--- src/rtl/if_id_instr_buffer.sv ---
// Instruction buffer between the IF fetch response path and the ID stage.
// Small circular FIFO of {instr, pc, err}; flushed on every controller redirect.
module if_id_instr_buffer #(
    parameter  int unsigned DEPTH = 2,
    localparam int unsigned PTR_W = $clog2(DEPTH)
) (
    input  logic              clk,
    input  logic              rst_n,
    input  logic              pc_set_i,
    input  logic              halt_if_i,
    input  logic              fetch_valid_i,
    output logic              fetch_ready_o,
    input  logic [31:0]       fetch_rdata_i,
    input  logic [31:0]       fetch_addr_i,
    input  logic              fetch_err_i,
    output logic              instr_valid_o,
    input  logic              id_ready_i,
    output logic [31:0]       instr_rdata_o,
    output logic [31:0]       pc_id_o,
    output logic              is_compressed_o,
    output logic              is_fetch_failed_o,
    output logic [PTR_W:0]    occupancy_o
);

    localparam logic [PTR_W:0]   DEPTH_C = (PTR_W + 1)'(DEPTH);
    localparam logic [PTR_W-1:0] PTR_ONE = PTR_W'(1);
    localparam logic [PTR_W:0]   CNT_ONE = (PTR_W + 1)'(1);

    logic [31:0]      mem_instr [DEPTH];
    logic [31:0]      mem_pc    [DEPTH];
    logic             mem_err   [DEPTH];

    logic [PTR_W-1:0] wr_ptr;
    logic [PTR_W-1:0] rd_ptr;
    logic [PTR_W:0]   count;
    logic             err_lock;

    logic [PTR_W-1:0] wr_ptr_nxt;
    logic [PTR_W-1:0] rd_ptr_nxt;
    logic [PTR_W:0]   count_nxt;
    logic             err_lock_nxt;

    logic             push;
    logic             pop;
    logic             push_raw;
    logic             pop_raw;

    // Gating with rst_n keeps ready low for the whole reset window and lets it
    // rise immediately on release, before the first clock edge.
    assign fetch_ready_o = rst_n && !halt_if_i && !err_lock && (count < DEPTH_C);
    assign instr_valid_o = (count != '0);

    assign push_raw = fetch_valid_i && fetch_ready_o;
    assign pop_raw  = instr_valid_o && id_ready_i;

    // A redirect discards whatever handshakes happen in the same cycle.
    assign push = push_raw && !pc_set_i;
    assign pop  = pop_raw && !pc_set_i;

    always_comb begin
        wr_ptr_nxt   = wr_ptr;
        rd_ptr_nxt   = rd_ptr;
        count_nxt    = count;
        err_lock_nxt = err_lock;

        if (pc_set_i) begin
            wr_ptr_nxt   = '0;
            rd_ptr_nxt   = '0;
            count_nxt    = '0;
            err_lock_nxt = 1'b0;
        end else begin
            if (push) begin
                wr_ptr_nxt = wr_ptr + PTR_ONE;
                if (fetch_err_i) begin
                    err_lock_nxt = 1'b1;
                end
            end
            if (pop) begin
                rd_ptr_nxt = rd_ptr + PTR_ONE;
            end
            unique case ({push, pop})
                2'b10:   count_nxt = count + CNT_ONE;
                2'b01:   count_nxt = count - CNT_ONE;
                default: count_nxt = count;
            endcase
        end
    end

    always_ff @(posedge clk or negedge rst_n) begin
        if (!rst_n) begin
            wr_ptr   <= '0;
            rd_ptr   <= '0;
            count    <= '0;
            err_lock <= 1'b0;
        end else begin
            wr_ptr   <= wr_ptr_nxt;
            rd_ptr   <= rd_ptr_nxt;
            count    <= count_nxt;
            err_lock <= err_lock_nxt;
        end
    end

    // Storage carries no reset; the output mux below hides stale contents.
    always_ff @(posedge clk) begin
        if (push) begin
            mem_instr[wr_ptr] <= fetch_rdata_i;
            mem_pc[wr_ptr]    <= fetch_addr_i;
            mem_err[wr_ptr]   <= fetch_err_i;
        end
    end

    always_comb begin
        instr_rdata_o     = '0;
        pc_id_o           = '0;
        is_fetch_failed_o = 1'b0;
        if (instr_valid_o) begin
            instr_rdata_o     = mem_instr[rd_ptr];
            pc_id_o           = mem_pc[rd_ptr];
            is_fetch_failed_o = mem_err[rd_ptr];
        end
    end

    assign is_compressed_o = instr_valid_o && (instr_rdata_o[1:0] != 2'b11);
    assign occupancy_o     = count;

    a_no_push_full : assert property (@(posedge clk) disable iff (!rst_n)
        !(push_raw && (count == DEPTH_C)));

    a_occ_bound : assert property (@(posedge clk) disable iff (!rst_n)
        occupancy_o <= DEPTH_C);

    a_flush_empty : assert property (@(posedge clk) disable iff (!rst_n)
        pc_set_i |=> !instr_valid_o);

endmodule
--- config.mk ---
export PLATFORM = sky130hd
export DESIGN_NAME = if_id_instr_buffer
export DESIGN_NICKNAME = d
export VERILOG_FILES = /design/src/rtl/if_id_instr_buffer.sv
export SDC_FILE = /design/constraint.sdc
export NUM_CORES = 1
export LEC_CHECK = 0
export ABC_AREA = 1
export CORE_MARGIN = 4
export CORE_UTILIZATION = 40
export CTS_BUF_LIST = sky130_fd_sc_hd__clkbuf_4
export CTS_CLUSTER_SIZE = 28
export DETAILED_ROUTE_END_ITERATION = 16
export PLACE_DENSITY_LB_ADDON = 0.3
export SETUP_SLACK_MARGIN = 0.3
export SYNTH_ARGS = -nofsm -noshare
export SYNTH_HDL_FRONTEND = slang
export SYNTH_SLANG_ARGS = --single-unit
--- constraint.sdc ---
create_clock -name clk -period 5.48 [get_ports clk]
set_clock_uncertainty 0.05 [all_clocks]
set_input_delay 1.096 -clock clk [delete_from_list [all_inputs] [get_ports clk]]
set_output_delay 1.096 -clock clk [all_outputs]
set_load 0.1 [all_outputs]
==> reports/summary.txt <==
======================================================================================
Wire length of the first global-routing pass ............................      18.1 mm
FF-to-FF setup slack ....................................................      2.96 ns
Total global-route track usage ..........................................        16.0%
Placed cells ............................................................          690
Clock-pin slew on the worst setup and hold paths ........................      0.11 ns
Largest delay contributor family on the critical path ................... buffers and inverters
Cell taking the most area after synthesis ............................... sky130_fd_sc_hd__edfxtp_1
Clock net sink count ....................................................          135
Number of global-route vias before repair ...............................        3,597
Count of non-filler cells in the finished layout ........................          723
Most frequent standard cell in the layout excluding fill and tap cells .. sky130_fd_sc_hd__nand2_1
Period minus WS final ...................................................      4.46 ns
Count of vias placed by the detailed router .............................        3,406
Number of distinct standard cells referenced by the synthesized netlist .           21
Area Growth Syn to Fin ..................................................        35.4%
Core footprint ..........................................................  12,600 um^2
Post CTS Setup Buffer Count .............................................            0
Commonest non-fill, non-tap cells in the layout ......................... sky130_fd_sc_hd__nand2_1 (143), sky130_fd_sc_hd__clkdlybuf4s50_1 (139), sky130_fd_sc_hd__edfxtp_1 (130), sky130_fd_sc_hd__a21oi_1 (64), sky130_fd_sc_hd__clkbuf_4 (21)
Setup violation total in the final timing report ........................            0
Peak fanout along the critical path .....................................           66
Cell chain of the critical path ......................................... inv_2, nand2_1, a21oi_1, clkdlybuf4s50_1
Critical R2R Launch ..................................................... occupancy_o[1]
Leakage power of the design .............................................      2.46 nW
First drt pass iteration count ..........................................            4
Number of resized instances in the post-cts repair step .................            0
Deepest level of the CTS H-tree .........................................            4
Result of the run ....................................................... finished, final reports clean
Setup repair after global routing missed its margin .....................           no
Post-DP HPWL ............................................................      7.11 mm
Crit share post-route ...................................................        81.4%
Met2 WL post-DR .........................................................      6.10 mm
Avg Inst Size Synth .....................................................    13.1 um^2
Die outline height ......................................................       122 um
Pwr per Cell Area .......................................................  575 nW/um^2
Worst reg2reg path endpoint ............................................. mem_instr[0][30]
ANT nets after route ....................................................            0
Filler Cells Inserted ...................................................        1,111
Top Ports ...............................................................          141
Synthesized netlist net count ...........................................          465
Vias per Instance .......................................................         4.71
Initial Util ............................................................        40.9%
Number of remaining DRC errors ..........................................            0
R2R cell count ..........................................................            6
Top layer reached by signal wires .......................................         met4
Width of the die ........................................................       122 um
Critical path endpoint ..................................................   pc_id_o[0]
Total stage count of the critical path ..................................            4
Cell Area, Synth ........................................................    5160 um^2
Slowest library cell on the worst path .................................. sky130_fd_sc_hd__clkdlybuf4s50_1
Number of I/O port buffers ..............................................          140
Detailed-routed wire length on met3 .....................................       603 um
Detailed router's first-iteration violation count .......................          196
Top-area cell type share of the netlist area ............................        75.6%
Synthesis-stage register bit count ......................................          135
Net total in the final layout ...........................................          608
Share of the yosys chip area belonging to registers .....................        78.0%
Clk root buf ............................................................ sky130_fd_sc_hd__clkbuf_4
Hold crit path type ..................................................... flop to flop
Setup TNS Final .........................................................         0 ns
Largest voltage drop on the vdd net .....................................       284 uV
Insertion delay to the later sink of the worst-skew pair ................      0.49 ns
Critical path buffer and inverter count .................................            2
Routed length per placed instance .......................................      15.8 um
Leading post-synthesis cells by cell area ............................... sky130_fd_sc_hd__edfxtp_1 (76%), sky130_fd_sc_hd__nand2_1 (10%), sky130_fd_sc_hd__a21oi_1 (6.2%), sky130_fd_sc_hd__dfrtp_1 (2.4%), sky130_fd_sc_hd__buf_2 (1.6%)
Wire length on met1 .....................................................      4.62 mm
Arrival time at the worst endpoint ......................................      3.31 ns
Number of buffers inserted by hold repair at cts ........................            0
Die Outline Area ........................................................  14,800 um^2
Critical Path Start .....................................................       rd_ptr
Gate count of the mapped netlist ........................................          394
Maximum number of pins on one net before global-route repair ............           67
Cell row count ..........................................................           41
Count of endpoints failing hold in the final timing report ..............            0
Buffers from clock root to sink, at most ................................            2
Highest attainable clock frequency ......................................      224 MHz
Fraction of layout instances using a drive strength above 1 .............        9.27%
Critical Path RT ........................................................      4.33 ns
Maximum Capacitance Violations ..........................................            0
Path type of the worst setup path ....................................... flop to output port
Actual slew at the worst max-slew pin ...................................      1.18 ns
Max-slew headroom .......................................................        21.1%
Weighted congestion at the end of routability-driven global placement ...        0.717
CP startpoint kind ......................................................         flop
Kind of end point of the critical path ..................................  output port
Synth Warn # ............................................................            0
TritonCTS Buffers .......................................................           17
Antenna violations before repair ........................................            1
Total wire length after detailed routing ................................      11.4 mm
Residual overflow from global routing ...................................            0
Delay of the slowest cell on the worst path .............................      1.18 ns
Clock tree from TritonCTS ...............................................          yes
Pins over their slew limit ..............................................            0
======================================================================================
-- flip-flops by register name, summed over array words and instances, names as in the netlist --
name	cells
rd_ptr	1
mem_instr	64
wr_ptr	1
mem_pc	64
err_lock	1
mem_err	2
occupancy_o	2
-- cells by family (layout without fill, tap and decap cells) --
family                 Yosys count  after routing  share of synthesized area, %
other                            0              1                             0
flip-flops                     135            135                          78.0
buffers and inverters           30            186                          2.81
AND/OR/NAND/NOR                162            162                          12.5
AO/OA/AOI/OAI                   67             67                          6.64
-- where the power goes --
group / switching (mW) / internal [mW]
Combinational: 1.76 / 0.439
Clock: 0.334 / 0.285
Sequential: 0.0205 / 1.18
-- metal layers --
layer  vias to the layer above  global-route usage [%]
met4                         0                    5.60
li1                       1672                       -
met3                         9                    4.46
met5                         -                       0
met2                        89                    28.3
met1                      1636                    18.5
-- Yosys cell counts --
library cell                 n
sky130_fd_sc_hd__a21oi_1    64
sky130_fd_sc_hd__a21oi_2     2
sky130_fd_sc_hd__buf_2      17
sky130_fd_sc_hd__buf_4       1
sky130_fd_sc_hd__buf_6       1
sky130_fd_sc_hd__clkbuf_1    2
sky130_fd_sc_hd__dfrtp_1     5
sky130_fd_sc_hd__edfxtp_1  130
sky130_fd_sc_hd__inv_1       7
sky130_fd_sc_hd__inv_2       2
sky130_fd_sc_hd__nand2_1   143
sky130_fd_sc_hd__nand2_2     2
sky130_fd_sc_hd__nand3_1     4
sky130_fd_sc_hd__nand3_2     1
sky130_fd_sc_hd__nor2_1      5
sky130_fd_sc_hd__nor2_2      1
sky130_fd_sc_hd__nor2_4      1
sky130_fd_sc_hd__nor3_1      3
sky130_fd_sc_hd__nor3_2      1
sky130_fd_sc_hd__nor4_1      1
sky130_fd_sc_hd__o21ai_0     1
-- stage by stage --
step	hold slack (ns)	worst slack [ns]	power (mW)	cell area, um^2	util, %
after CTS	0.518	0.917	4.07	6990	55.4
final	0.523	1.02	4.02	6990	55.4
after floorplan	0.441	1.08	2.93	5170	-
after detailed placement	0.490	1.52	3.44	6720	53.3
after global placement	0.479	1.57	3.43	6720	53.3
after global routing	0.573	0.791	4.18	6990	55.4
-- worst min path at each step --
stage	start	to	slack, ns	cells after the start
final	err_lock	err_lock	0.52	2
after global routing	err_lock	err_lock	0.57	2
after CTS	err_lock	err_lock	0.52	2
after detailed placement	err_lock	err_lock	0.49	2
after global placement	err_lock	err_lock	0.48	2
after floorplan	err_lock	err_lock	0.44	2
-- worst reg2reg max path, cell delays in order, from the launching register on --
cell	delay, ns
sky130_fd_sc_hd__dfrtp_1	0.47
sky130_fd_sc_hd__nor2_1	0.14
sky130_fd_sc_hd__nand3_2	0.16
sky130_fd_sc_hd__nand2_2	0.13
sky130_fd_sc_hd__nand3_1	0.10
sky130_fd_sc_hd__inv_2	0.51
sky130_fd_sc_hd__buf_4	0.58
-- final cells by class --
class | count | area, um^2 | area share, %
Sequential cell | 135 | 4030 | 57.6
Timing Repair Buffer | 145 | 1440 | 20.5
Clock buffer | 21 | 158 | 2.25
Multi-Input combinational cell | 229 | 1010 | 14.4
Clock inverter | 11 | 110 | 1.57
Antenna cell | 1 | 2.50 | 0.0358
Inverter | 9 | 33.8 | 0.483
Tap cell | 172 | 215 | 3.08
Note: power is estimated with default switching activity, not from simulation.
